File: src/rtl/hazard_scoreboard_pkg.sv
// hazard_pkg: shared types and constants for the hazard scoreboard.
//   sb_entry_t     : one in-flight destination {valid, rd, is_load}
//   FWD_RF         : forwarding select value meaning "use register file"
//   PIPE_DEPTH_MIN/MAX : legal scoreboard depth range
// The rd field is sized for the widest supported register address.
// Narrower addresses are zero-extended on entry and on compare.
package hazard_pkg;

  localparam int SB_RD_W        = 8;
  localparam int PIPE_DEPTH_MIN = 2;
  localparam int PIPE_DEPTH_MAX = 8;
  localparam int FWD_RF         = 0;

  typedef struct packed {
    logic               valid;
    logic [SB_RD_W-1:0] rd;
    logic               is_load;
  } sb_entry_t;

endpackage

File: src/rtl/hazard_scoreboard_if.sv
// hazard_scoreboard_if: decode-stage hazard bus between the ID controller
// (master) and the hazard scoreboard (slave).
//   ID side   : id_valid, rs1/rs2 (+used), rd, rd_write, is_load, branch_taken_ex
//   hazard side: pc_load, if_id_load, bubble, flush_if_id,
//                fwd_a_sel/fwd_b_sel, stall_cycles
interface hazard_scoreboard_if #(
  parameter int REG_AW     = 5,
  parameter int PIPE_DEPTH = 3,
  parameter int CNT_W      = 16
);
  localparam int FWD_W = $clog2(PIPE_DEPTH + 1);

  logic              id_valid;
  logic [REG_AW-1:0] rs1;
  logic [REG_AW-1:0] rs2;
  logic              rs1_used;
  logic              rs2_used;
  logic [REG_AW-1:0] rd;
  logic              rd_write;
  logic              is_load;
  logic              branch_taken_ex;
  logic              pc_load;
  logic              if_id_load;
  logic              bubble;
  logic              flush_if_id;
  logic [FWD_W-1:0]  fwd_a_sel;
  logic [FWD_W-1:0]  fwd_b_sel;
  logic [CNT_W-1:0]  stall_cycles;

  modport master (
    output id_valid, rs1, rs2, rs1_used, rs2_used, rd, rd_write, is_load,
           branch_taken_ex,
    input  pc_load, if_id_load, bubble, flush_if_id, fwd_a_sel, fwd_b_sel,
           stall_cycles
  );

  modport slave (
    input  id_valid, rs1, rs2, rs1_used, rs2_used, rd, rd_write, is_load,
           branch_taken_ex,
    output pc_load, if_id_load, bubble, flush_if_id, fwd_a_sel, fwd_b_sel,
           stall_cycles
  );

endinterface

File: src/rtl/hazard_scoreboard_match.sv
// hazard_match: compares one source register against the forwardable
// scoreboard entries (EX .. stage before WB) and priority-encodes the
// youngest match.
//   i_src, i_used : source address and "opcode reads it"
//   i_sb          : entries 0..PIPE_DEPTH-2 (WB excluded, RF is write-before-read)
//   o_hit         : some entry matches
//   o_load_hit    : youngest matching entry is a load
//   o_idx         : youngest match index + 1, FWD_RF when no match
module hazard_match
  import hazard_pkg::*;
#(
  parameter int REG_AW     = 5,
  parameter int PIPE_DEPTH = 3,
  parameter int FWD_W      = 2
) (
  input  logic [REG_AW-1:0]              i_src,
  input  logic                           i_used,
  input  sb_entry_t [PIPE_DEPTH-2:0]     i_sb,
  output logic                           o_hit,
  output logic                           o_load_hit,
  output logic [FWD_W-1:0]               o_idx
);

  logic w_src_ok;
  assign w_src_ok = i_used && (i_src != '0);

  // Walk oldest to youngest so the youngest match is written last.
  always_comb begin
    o_hit      = 1'b0;
    o_load_hit = 1'b0;
    o_idx      = FWD_W'(FWD_RF);
    for (int k = PIPE_DEPTH - 2; k >= 0; k--) begin
      if (w_src_ok && i_sb[k].valid && (i_sb[k].rd == SB_RD_W'(i_src))) begin
        o_hit      = 1'b1;
        o_load_hit = i_sb[k].is_load;
        o_idx      = FWD_W'(k + 1);
      end
    end
  end

endmodule

File: src/rtl/hazard_scoreboard.sv
// hazard_scoreboard: decode-stage hazard unit. Shift-register scoreboard of
// in-flight destinations (entry 0 = EX .. PIPE_DEPTH-1 = WB), stall/bubble
// and taken-branch flush generation, optional forwarding selects and a
// saturating stall-cycle counter.
//   clock, reset : core clock, asynchronous active-high reset
//   bus          : hazard_scoreboard_if.slave (ID inputs, pipeline controls)
// Optional feature macro: HAZARD_FORWARD_EN
//   defined   -> stall on load-use only, fwd selects report youngest match
//   undefined -> full interlock, fwd selects tied to register file
module hazard_scoreboard
  import hazard_pkg::*;
#(
  parameter int REG_AW     = 5,
  parameter int PIPE_DEPTH = 3,
  parameter int CNT_W      = 16
) (
  input  logic                clock,
  input  logic                reset,
  hazard_scoreboard_if.slave  bus
);

  localparam int FWD_W = $clog2(PIPE_DEPTH + 1);

  if (PIPE_DEPTH < PIPE_DEPTH_MIN || PIPE_DEPTH > PIPE_DEPTH_MAX ||
      REG_AW > SB_RD_W) begin : g_bad_param
    $error("hazard_scoreboard: PIPE_DEPTH or REG_AW out of range");
  end

  sb_entry_t [PIPE_DEPTH-1:0] r_sb;
  sb_entry_t                  w_new;
  logic [CNT_W-1:0]           r_cnt;
  logic                       w_hit_a, w_hit_b;
  logic                       w_load_a, w_load_b;
  logic [FWD_W-1:0]           w_idx_a, w_idx_b;
  logic                       w_stall, w_flush, w_bubble;

  hazard_match #(.REG_AW(REG_AW), .PIPE_DEPTH(PIPE_DEPTH), .FWD_W(FWD_W)) u_match_a (
    .i_src      (bus.rs1),
    .i_used     (bus.rs1_used),
    .i_sb       (r_sb[PIPE_DEPTH-2:0]),
    .o_hit      (w_hit_a),
    .o_load_hit (w_load_a),
    .o_idx      (w_idx_a)
  );

  hazard_match #(.REG_AW(REG_AW), .PIPE_DEPTH(PIPE_DEPTH), .FWD_W(FWD_W)) u_match_b (
    .i_src      (bus.rs2),
    .i_used     (bus.rs2_used),
    .i_sb       (r_sb[PIPE_DEPTH-2:0]),
    .o_hit      (w_hit_b),
    .o_load_hit (w_load_b),
    .o_idx      (w_idx_b)
  );

`ifdef HAZARD_FORWARD_EN
  // Only a load still in EX cannot be forwarded in time.
  assign w_stall = bus.id_valid &&
                   ((w_load_a && (w_idx_a == FWD_W'(1))) ||
                    (w_load_b && (w_idx_b == FWD_W'(1))));
  assign bus.fwd_a_sel = w_idx_a;
  assign bus.fwd_b_sel = w_idx_b;
  logic w_unused_sel;
  assign w_unused_sel = ^{w_hit_a, w_hit_b, r_sb[PIPE_DEPTH-1]};
`else
  assign w_stall = bus.id_valid && (w_hit_a || w_hit_b);
  assign bus.fwd_a_sel = FWD_W'(FWD_RF);
  assign bus.fwd_b_sel = FWD_W'(FWD_RF);
  logic w_unused_sel;
  assign w_unused_sel = ^{w_load_a, w_load_b, w_idx_a, w_idx_b, r_sb[PIPE_DEPTH-1]};
`endif

  // Flush dominates: the stalled instruction is on the wrong path anyway.
  assign w_flush         = bus.branch_taken_ex;
  assign w_bubble        = w_stall || w_flush;
  assign bus.bubble      = w_bubble;
  assign bus.flush_if_id = w_flush;
  assign bus.pc_load     = !w_stall || w_flush;
  assign bus.if_id_load  = !w_stall || w_flush;
  assign bus.stall_cycles = r_cnt;

  always_comb begin
    w_new = '0;
    if (!w_bubble) begin
      w_new.valid   = bus.id_valid && bus.rd_write && (bus.rd != '0);
      w_new.rd      = SB_RD_W'(bus.rd);
      w_new.is_load = bus.is_load;
    end
  end

  always_ff @(posedge clock or posedge reset) begin
    if (reset) begin
      r_sb <= '0;
    end else begin
      r_sb <= {r_sb[PIPE_DEPTH-2:0], w_new};
    end
  end

  always_ff @(posedge clock or posedge reset) begin
    if (reset) begin
      r_cnt <= '0;
    end else if (w_stall && !w_flush && !(&r_cnt)) begin
      r_cnt <= r_cnt + CNT_W'(1);
    end
  end

endmodule

File: src/flat_wrapper.sv
// flat-port wrapper written by rule: the top's interface ports become plain ports
module hazard_scoreboard_flat import hazard_pkg::*;
#(
  parameter int REG_AW     = 5,
  parameter int PIPE_DEPTH = 3,
  parameter int CNT_W      = 16
)
  (clock, reset, bus_id_valid, bus_rs1, bus_rs2, bus_rs1_used, bus_rs2_used, bus_rd, bus_rd_write, bus_is_load, bus_branch_taken_ex, bus_pc_load, bus_if_id_load, bus_bubble, bus_flush_if_id, bus_fwd_a_sel, bus_fwd_b_sel, bus_stall_cycles);
  hazard_scoreboard_if #(.REG_AW(REG_AW), .PIPE_DEPTH(PIPE_DEPTH), .CNT_W(CNT_W)) bus_i ();
  input  logic clock;
  input  logic reset;
  input wire logic [$bits(bus_i.id_valid)-1:0] bus_id_valid;
  input wire logic [$bits(bus_i.rs1)-1:0] bus_rs1;
  input wire logic [$bits(bus_i.rs2)-1:0] bus_rs2;
  input wire logic [$bits(bus_i.rs1_used)-1:0] bus_rs1_used;
  input wire logic [$bits(bus_i.rs2_used)-1:0] bus_rs2_used;
  input wire logic [$bits(bus_i.rd)-1:0] bus_rd;
  input wire logic [$bits(bus_i.rd_write)-1:0] bus_rd_write;
  input wire logic [$bits(bus_i.is_load)-1:0] bus_is_load;
  input wire logic [$bits(bus_i.branch_taken_ex)-1:0] bus_branch_taken_ex;
  output wire logic [$bits(bus_i.pc_load)-1:0] bus_pc_load;
  output wire logic [$bits(bus_i.if_id_load)-1:0] bus_if_id_load;
  output wire logic [$bits(bus_i.bubble)-1:0] bus_bubble;
  output wire logic [$bits(bus_i.flush_if_id)-1:0] bus_flush_if_id;
  output wire logic [$bits(bus_i.fwd_a_sel)-1:0] bus_fwd_a_sel;
  output wire logic [$bits(bus_i.fwd_b_sel)-1:0] bus_fwd_b_sel;
  output wire logic [$bits(bus_i.stall_cycles)-1:0] bus_stall_cycles;
  assign bus_i.id_valid = bus_id_valid;
  assign bus_i.rs1 = bus_rs1;
  assign bus_i.rs2 = bus_rs2;
  assign bus_i.rs1_used = bus_rs1_used;
  assign bus_i.rs2_used = bus_rs2_used;
  assign bus_i.rd = bus_rd;
  assign bus_i.rd_write = bus_rd_write;
  assign bus_i.is_load = bus_is_load;
  assign bus_i.branch_taken_ex = bus_branch_taken_ex;
  assign bus_pc_load = bus_i.pc_load;
  assign bus_if_id_load = bus_i.if_id_load;
  assign bus_bubble = bus_i.bubble;
  assign bus_flush_if_id = bus_i.flush_if_id;
  assign bus_fwd_a_sel = bus_i.fwd_a_sel;
  assign bus_fwd_b_sel = bus_i.fwd_b_sel;
  assign bus_stall_cycles = bus_i.stall_cycles;
  hazard_scoreboard #(.REG_AW(REG_AW), .PIPE_DEPTH(PIPE_DEPTH), .CNT_W(CNT_W)) u_core (.clock(clock), .reset(reset), .bus(bus_i));
endmodule
File: config.mk
export PLATFORM = sky130hd
export DESIGN_NAME = hazard_scoreboard_flat
export DESIGN_NICKNAME = d
export VERILOG_FILES = /design/src/rtl/hazard_scoreboard_pkg.sv /design/src/rtl/hazard_scoreboard_if.sv /design/src/rtl/hazard_scoreboard_match.sv /design/src/rtl/hazard_scoreboard.sv /design/src/flat_wrapper.sv
export SDC_FILE = /design/constraint.sdc
export NUM_CORES = 1
export LEC_CHECK = 0
export CORE_UTILIZATION = 49
export CTS_CLUSTER_DIAMETER = 30
export DETAILED_ROUTE_END_ITERATION = 12
export HOLD_SLACK_MARGIN = 0.03
export PLACE_DENSITY = 0.85
export SETUP_SLACK_MARGIN = 0.4
export SYNTH_ARGS = -nofsm -noshare
export SYNTH_HDL_FRONTEND = slang
export SYNTH_SLANG_ARGS = --single-unit
File: constraint.sdc
create_clock -name clock -period 8.45 [get_ports clock]
set_input_delay 2.535 -clock clock [delete_from_list [all_inputs] [get_ports clock]]
set_output_delay 2.535 -clock clock [all_outputs]
set_load 0.02 [all_outputs]
==> Yosys cells after proc, flatten, opt, wreduce, memory -nomap -nowiden <==
Cells that the tools add are included.
{ "op_classes": {"n_bitwise": 0, "n_shift": 0, "mux": 5, "n_addsub": 1, "n_reduce_logical": 25, "eq_ne": 4, "n_div": 0, "n_lt_le_gt_ge": 0, "multipliers": 0} }
{ "ops": {"columns": ["operator", "n"], "rows": [
  ["$eq A8 B5 Y1", 4],
  ["$add A16 B1 Y16 const B", 1],
  ["$reduce_and A16 Y1", 1],
  ["$logic_and A1 B1 Y1", 15],
  ["$reduce_bool A5 Y1", 3],
  ["$mux W10", 1],
  ["$mux W1", 4],
  ["$logic_not A1 Y1", 3],
  ["$logic_or A1 B1 Y1", 3]
]} }
{ "totals": {"register_bits": 34, "rom_bits": 0, "latchBits": 0, "ram_bits": 0, "memories": 0} }

==> Longest topological paths before layout <==
{ "logic_depth": {"depth_word": 10, "depth_mapped": 7} }

==> Modules after synthesis <==
From an unflattened synthesis, not the netlist that was laid out.
{ "hier_totals": {"cells_unflattened": 158, "area_unflattened_um2": 1691.6} }
{ "modules_own_cells": {"columns": ["module", "n_inst", "area_per_inst_um2", "cells_per_inst"], "rows": [
  ["hazard_scoreboard", 1, 1308.8, 110],
  ["hazard_match", 2, 191.4, 24]
]} }

==> Worst setup path before layout <==
Ideal clock, no wire load.
{ "synth_timing": {"path_kind": "input port to output port", "from": "input bus_rs1[0]", "to": "output bus_pc_load", "setup_slack_ns": 2.014, "path_stages": 7, "t_required_ns": 5.915, "arrival_time_ns": 3.901, "cell_sequence": "or4_1 o21ai_1 or2b_2 o22ai_4 buf_6 inv_1 buf_4"} }
{ "synth_via": {"elab_chain_cells": 10} }
{ "synth_rtl": {"columns": ["element", "line", "rtl"], "rows": [
  ["from (decl)", "flat_wrapper.sv:13", "input wire logic [$bits(bus_i.rs1)-1:0] bus_rs1;"],
  ["$reduce_bool A5 Y1", "hazard_scoreboard_match.sv:25", "assign w_src_ok = i_used && (i_src != '0);"],
  ["$logic_and A1 B1 Y1", "hazard_scoreboard_match.sv:25", null],
  ["$logic_and A1 B1 Y1 (2 in a row)", "hazard_scoreboard_match.sv:33", "if (w_src_ok && i_sb[k].valid && (i_sb[k].rd == SB_RD_W'(i_src))) begin"],
  ["$mux W1", "hazard_scoreboard_match.sv:33", null],
  ["$mux W1 (*)", "hazard_scoreboard_match.sv:33", null],
  ["$logic_or A1 B1 Y1 (*)", "hazard_scoreboard.sv:65", "assign w_stall = bus.id_valid && (w_hit_a || w_hit_b);"],
  ["$logic_and A1 B1 Y1 (*)", "hazard_scoreboard.sv:65", null],
  ["$logic_not A1 Y1 (*)", null, null],
  ["$logic_or A1 B1 Y1 (*)", null, null],
  ["to (decl)", "flat_wrapper.sv:21", "output wire logic [$bits(bus_i.pc_load)-1:0] bus_pc_load;"]
]} }
Mark *: on every way between the ends. The rest lies on a longest branch, timed or not.

==> Worst setup path in the final report <==
{ "layout_timing": {"from": "input bus_rs2[1]", "to": "output bus_bubble"} }
{ "layout_via": {"elab_chain_cells": 9} }
{ "layout_rtl": {"columns": ["element", "line", "rtl"], "rows": [
  ["from (decl)", "flat_wrapper.sv:14", "input wire logic [$bits(bus_i.rs2)-1:0] bus_rs2;"],
  ["$reduce_bool A5 Y1", "hazard_scoreboard_match.sv:25", null],
  ["$logic_and A1 B1 Y1", "hazard_scoreboard_match.sv:25", null],
  ["$logic_and A1 B1 Y1 (2 in a row)", "hazard_scoreboard_match.sv:33", null],
  ["$mux W1", "hazard_scoreboard_match.sv:33", null],
  ["$mux W1 (*)", "hazard_scoreboard_match.sv:33", null],
  ["$logic_or A1 B1 Y1 (*)", "hazard_scoreboard.sv:65", null],
  ["$logic_and A1 B1 Y1 (*)", "hazard_scoreboard.sv:65", null],
  ["$logic_or A1 B1 Y1 (*)", "hazard_scoreboard.sv:74", "assign w_bubble = w_stall || w_flush;"],
  ["to (decl)", "flat_wrapper.sv:23", "output wire logic [$bits(bus_i.bubble)-1:0] bus_bubble;"]
]} }
Marks and branches as above.

==> results.sh <==
export IMPL_status="complete, but fails checks"
export IMPL_violations="DRC"
export IMPL_drtIter0Drc=26
export IMPL_synth_top_family_by_area="simple AND/OR/NAND/NOR gates"
export IMPL_syn_to_final_growth_pct=30.7
export IMPL_cts_hold_buf=0
export IMPL_cts_path_max_buffers=2
export IMPL_path_depth=8
export IMPL_cts_buffers=3
export IMPL_dp_hpwl_um=2370
export IMPL_row_count=19
export IMPL_ios=47
export IMPL_io_buffers=41
export IMPL_crit_chain="clkdlybuf4s50_1 > xor2_1 > nor4_2 > a32oi_1 > o22ai_1 > a21oi_1 > inv_1 > clkdlybuf4s50_1"
export IMPL_crit_top_cell="clkdlybuf4s50_1"
export IMPL_grt_max_degree=29
export IMPL_cts_root_buffer="clkbuf_4"
export IMPL_multiInputGateArea_um2=732
export IMPL_drv_slew=0
export IMPL_finalSetupViolations=0
export IMPL_worstHoldPathCells=0
export IMPL_fill_cells=232
export IMPL_synth_compound_area_share_pct=5.04
export IMPL_rr_worst_depth=6
export IMPL_crit_family="buffers and inverters"
export IMPL_grt_overflow_total=0
export IMPL_rrSetupSlack_ns=6.19
export IMPL_clock_sinks=28
export IMPL_cts_resized=0
export IMPL_drive_above_1_share_pct=6.32
export IMPL_rsz0062_at_grt="no"
export IMPL_place_inst=201
export IMPL_fin_nets=199
export IMPL_grt_pass1_vias=1116
export IMPL_postCtsSetupBuffers=0
export IMPL_path_clk_slew_ns=0.15
export IMPL_cap_violations=0
export IMPL_ys_warn_count=0
export IMPL_ys_seq_area_share_pct=47.1
export IMPL_cp_required_ns=5.92
export IMPL_synth_ff_type="dfrtp_1"
export IMPL_coreArea_um2=2830
export IMPL_drc=2
export IMPL_final_cell_mix="clkdlybuf4s50_1 (41), dfrtp_1 (28), xnor2_1 (19)"
export IMPL_syn_inst=133
export IMPL_antenna_left=0
export IMPL_powerDensity_nw_per_um2=135
export IMPL_cp_data_arrival_time_ns=4.91
export IMPL_dieWidth_um=57.1
export IMPL_seqCellArea_um2=701
export IMPL_timing_hold_worst_class="register to register"
export IMPL_cp_max_fo=6
export IMPL_syn_cell_area_um2=1490
export IMPL_fin_crit_sh_pct=88.1
export IMPL_fin_skew_ns=0.00408
export IMPL_viasPerCell=5.40
export IMPL_end_kind="output pin"
export IMPL_synth_fa_ha_area_share_pct=0.840
export IMPL_avgRoutedWirePerCell_um=15.0
export IMPL_final_common_cell="clkdlybuf4s50_1"
export IMPL_grt_use_total_pct=21.4
export IMPL_synth_edf_count=0
export IMPL_drt_pass1_iterations=8
export IMPL_wirelength_um=3070
export IMPL_final_hold_viol_count=0
export IMPL_grt_pass1_wl_um=5310
export IMPL_synth_simple_area_share_pct=20.7
export IMPL_fin_crit_ns=7.44
export IMPL_place_congestion=0.893
export IMPL_die_y_um=57.1
export IMPL_p_leak_nw=0.846
export IMPL_synthXorXnorAreaFrac_pct=20.6
export IMPL_initial_utilization_pct=52.6
export IMPL_synth_mux_area_fraction_pct=1.01
export IMPL_max_freq_mhz=134
export IMPL_max_stage_delay_ns=0.55
export IMPL_synth_ff_latch_count=28
export IMPL_final_cells=205
export IMPL_path_buf_inv=3
export IMPL_num_antenna_cells=0
export IMPL_startpoint_type="input pin"
export IMPL_vias=1107
export IMPL_h_tree_depth=1
export IMPL_synthArstFlopShare_pct=100
export IMPL_ir_worst_vdd_uv=93.3
export IMPL_synth_distinct_cells=31
export IMPL_tns_ns=0
export IMPL_tritoncts="done"
export IMPL_critPathKind="input pin to output pin"
export IMPL_worst_slew_pin_transition_ns=1.01
export IMPL_avgSynthCellArea_um2=11.2
export IMPL_cp_slowest_cell="clkdlybuf4s50_1"
export IMPL_antenna_found_initial=0
export IMPL_clk_latency_ns=0.33
export IMPL_slew_headroom_pct=32.9
export IMPL_dieArea_um2=3260
==> area by class of cell <==
type	instances	share of cell area (%)
Clock buffer	3	1.16
Clock inverter	1	1.54
Inverter	3	0.579
Multi-Input combinational cell	98	37.6
Sequential cell	28	36.0
Tap cell	31	1.99
Timing Repair Buffer	41	21.1
==> state kept, by name, summed over array words and instances (netlist names) <==
name / flops
u_core.bus.stall_cycles: 16
u_core.r_sb: 12
==> final timing paths <==
path / endpoint / startpoint
worst min register to register: u_core.r_sb[19] / u_core.r_sb[9]
worst max register to register: u_core.bus.stall_cycles[1] / u_core.r_sb[11]
worst max-delay path: bus_bubble / bus_rs2[1]
min in group asynchronous: u_core.r_sb[13] / reset
worst min-delay path: u_core.r_sb[19] / u_core.r_sb[9]
max in group asynchronous: u_core.bus.stall_cycles[2] / reset
==> cells by family after synthesis <==
| group | count (synthesis) |
|---|---|
| simple gates | 48 |
| xor+xnor | 35 |
| flops | 28 |
| buf+inv | 10 |
| compound gates | 9 |
| fa+ha+maj | 1 |
| other cells | 1 |
| mux | 1 |
==> layer usage <==
layer | global-route usage (%) | wire length (um) | up-vias
li1 | - | - | 534
met1 | 27.8 | 1370 | 529
met2 | 36.6 | 1520 | 39
met3 | 3.17 | 152 | 5
met4 | 7.32 | 35 | 0
met5 | 0 | 0 | -
==> synth_stat cells, types with 2 or more instances <==
cell type | number | area [um2]
a32oi_1 | 2 | 17.5
and2_1 | 9 | 56.3
and3_1 | 8 | 50.1
buf_4 | 6 | 45.0
dfrtp_1 | 28 | 701
inv_1 | 3 | 11.3
nand2_1 | 6 | 22.5
nand3_1 | 4 | 20.0
nand4_1 | 6 | 37.5
nor4_1 | 3 | 18.8
o21ai_1 | 2 | 10.0
or2b_2 | 2 | 17.5
or4_1 | 3 | 22.5
xnor2_1 | 19 | 166
xor2_1 | 16 | 140
==> worst reg2reg max path: cells and delay by family (launching register included) <==
family	cells	cell delay [ns]
and+or+nand+nor	2	0.56
muxes	1	0.33
xor gates and xnor gates	1	0.17
DFF	1	0.45
AOI/OAI and AO/OA	2	0.66
==> report_power, final <==
group	switching, mW	internal [mW]
logic	0.0159	0.0182
clock network	0.0385	0.0480
registers	0.00406	0.138
==> stage by stage <==
step / setup slack (ns) / hold slack (ns) / instance area, um2 / utilization, % / total power, mW
2_1_floorplan: 2.01 / 0.373 / 1500 / - / 0.162
3_3_place_gp: 1.12 / 0.404 / 1890 / 66.9 / 0.177
3_5_place_dp: 0.989 / 0.415 / 1890 / 66.9 / 0.178
6_report: 1.01 / 0.455 / 1950 / 68.8 / 0.262
4_1_cts: 0.991 / 0.447 / 1950 / 68.8 / 0.264
5_1_grt: 0.788 / 0.468 / 1950 / 68.8 / 0.275
Note: power is estimated with default switching activity, not from simulation.
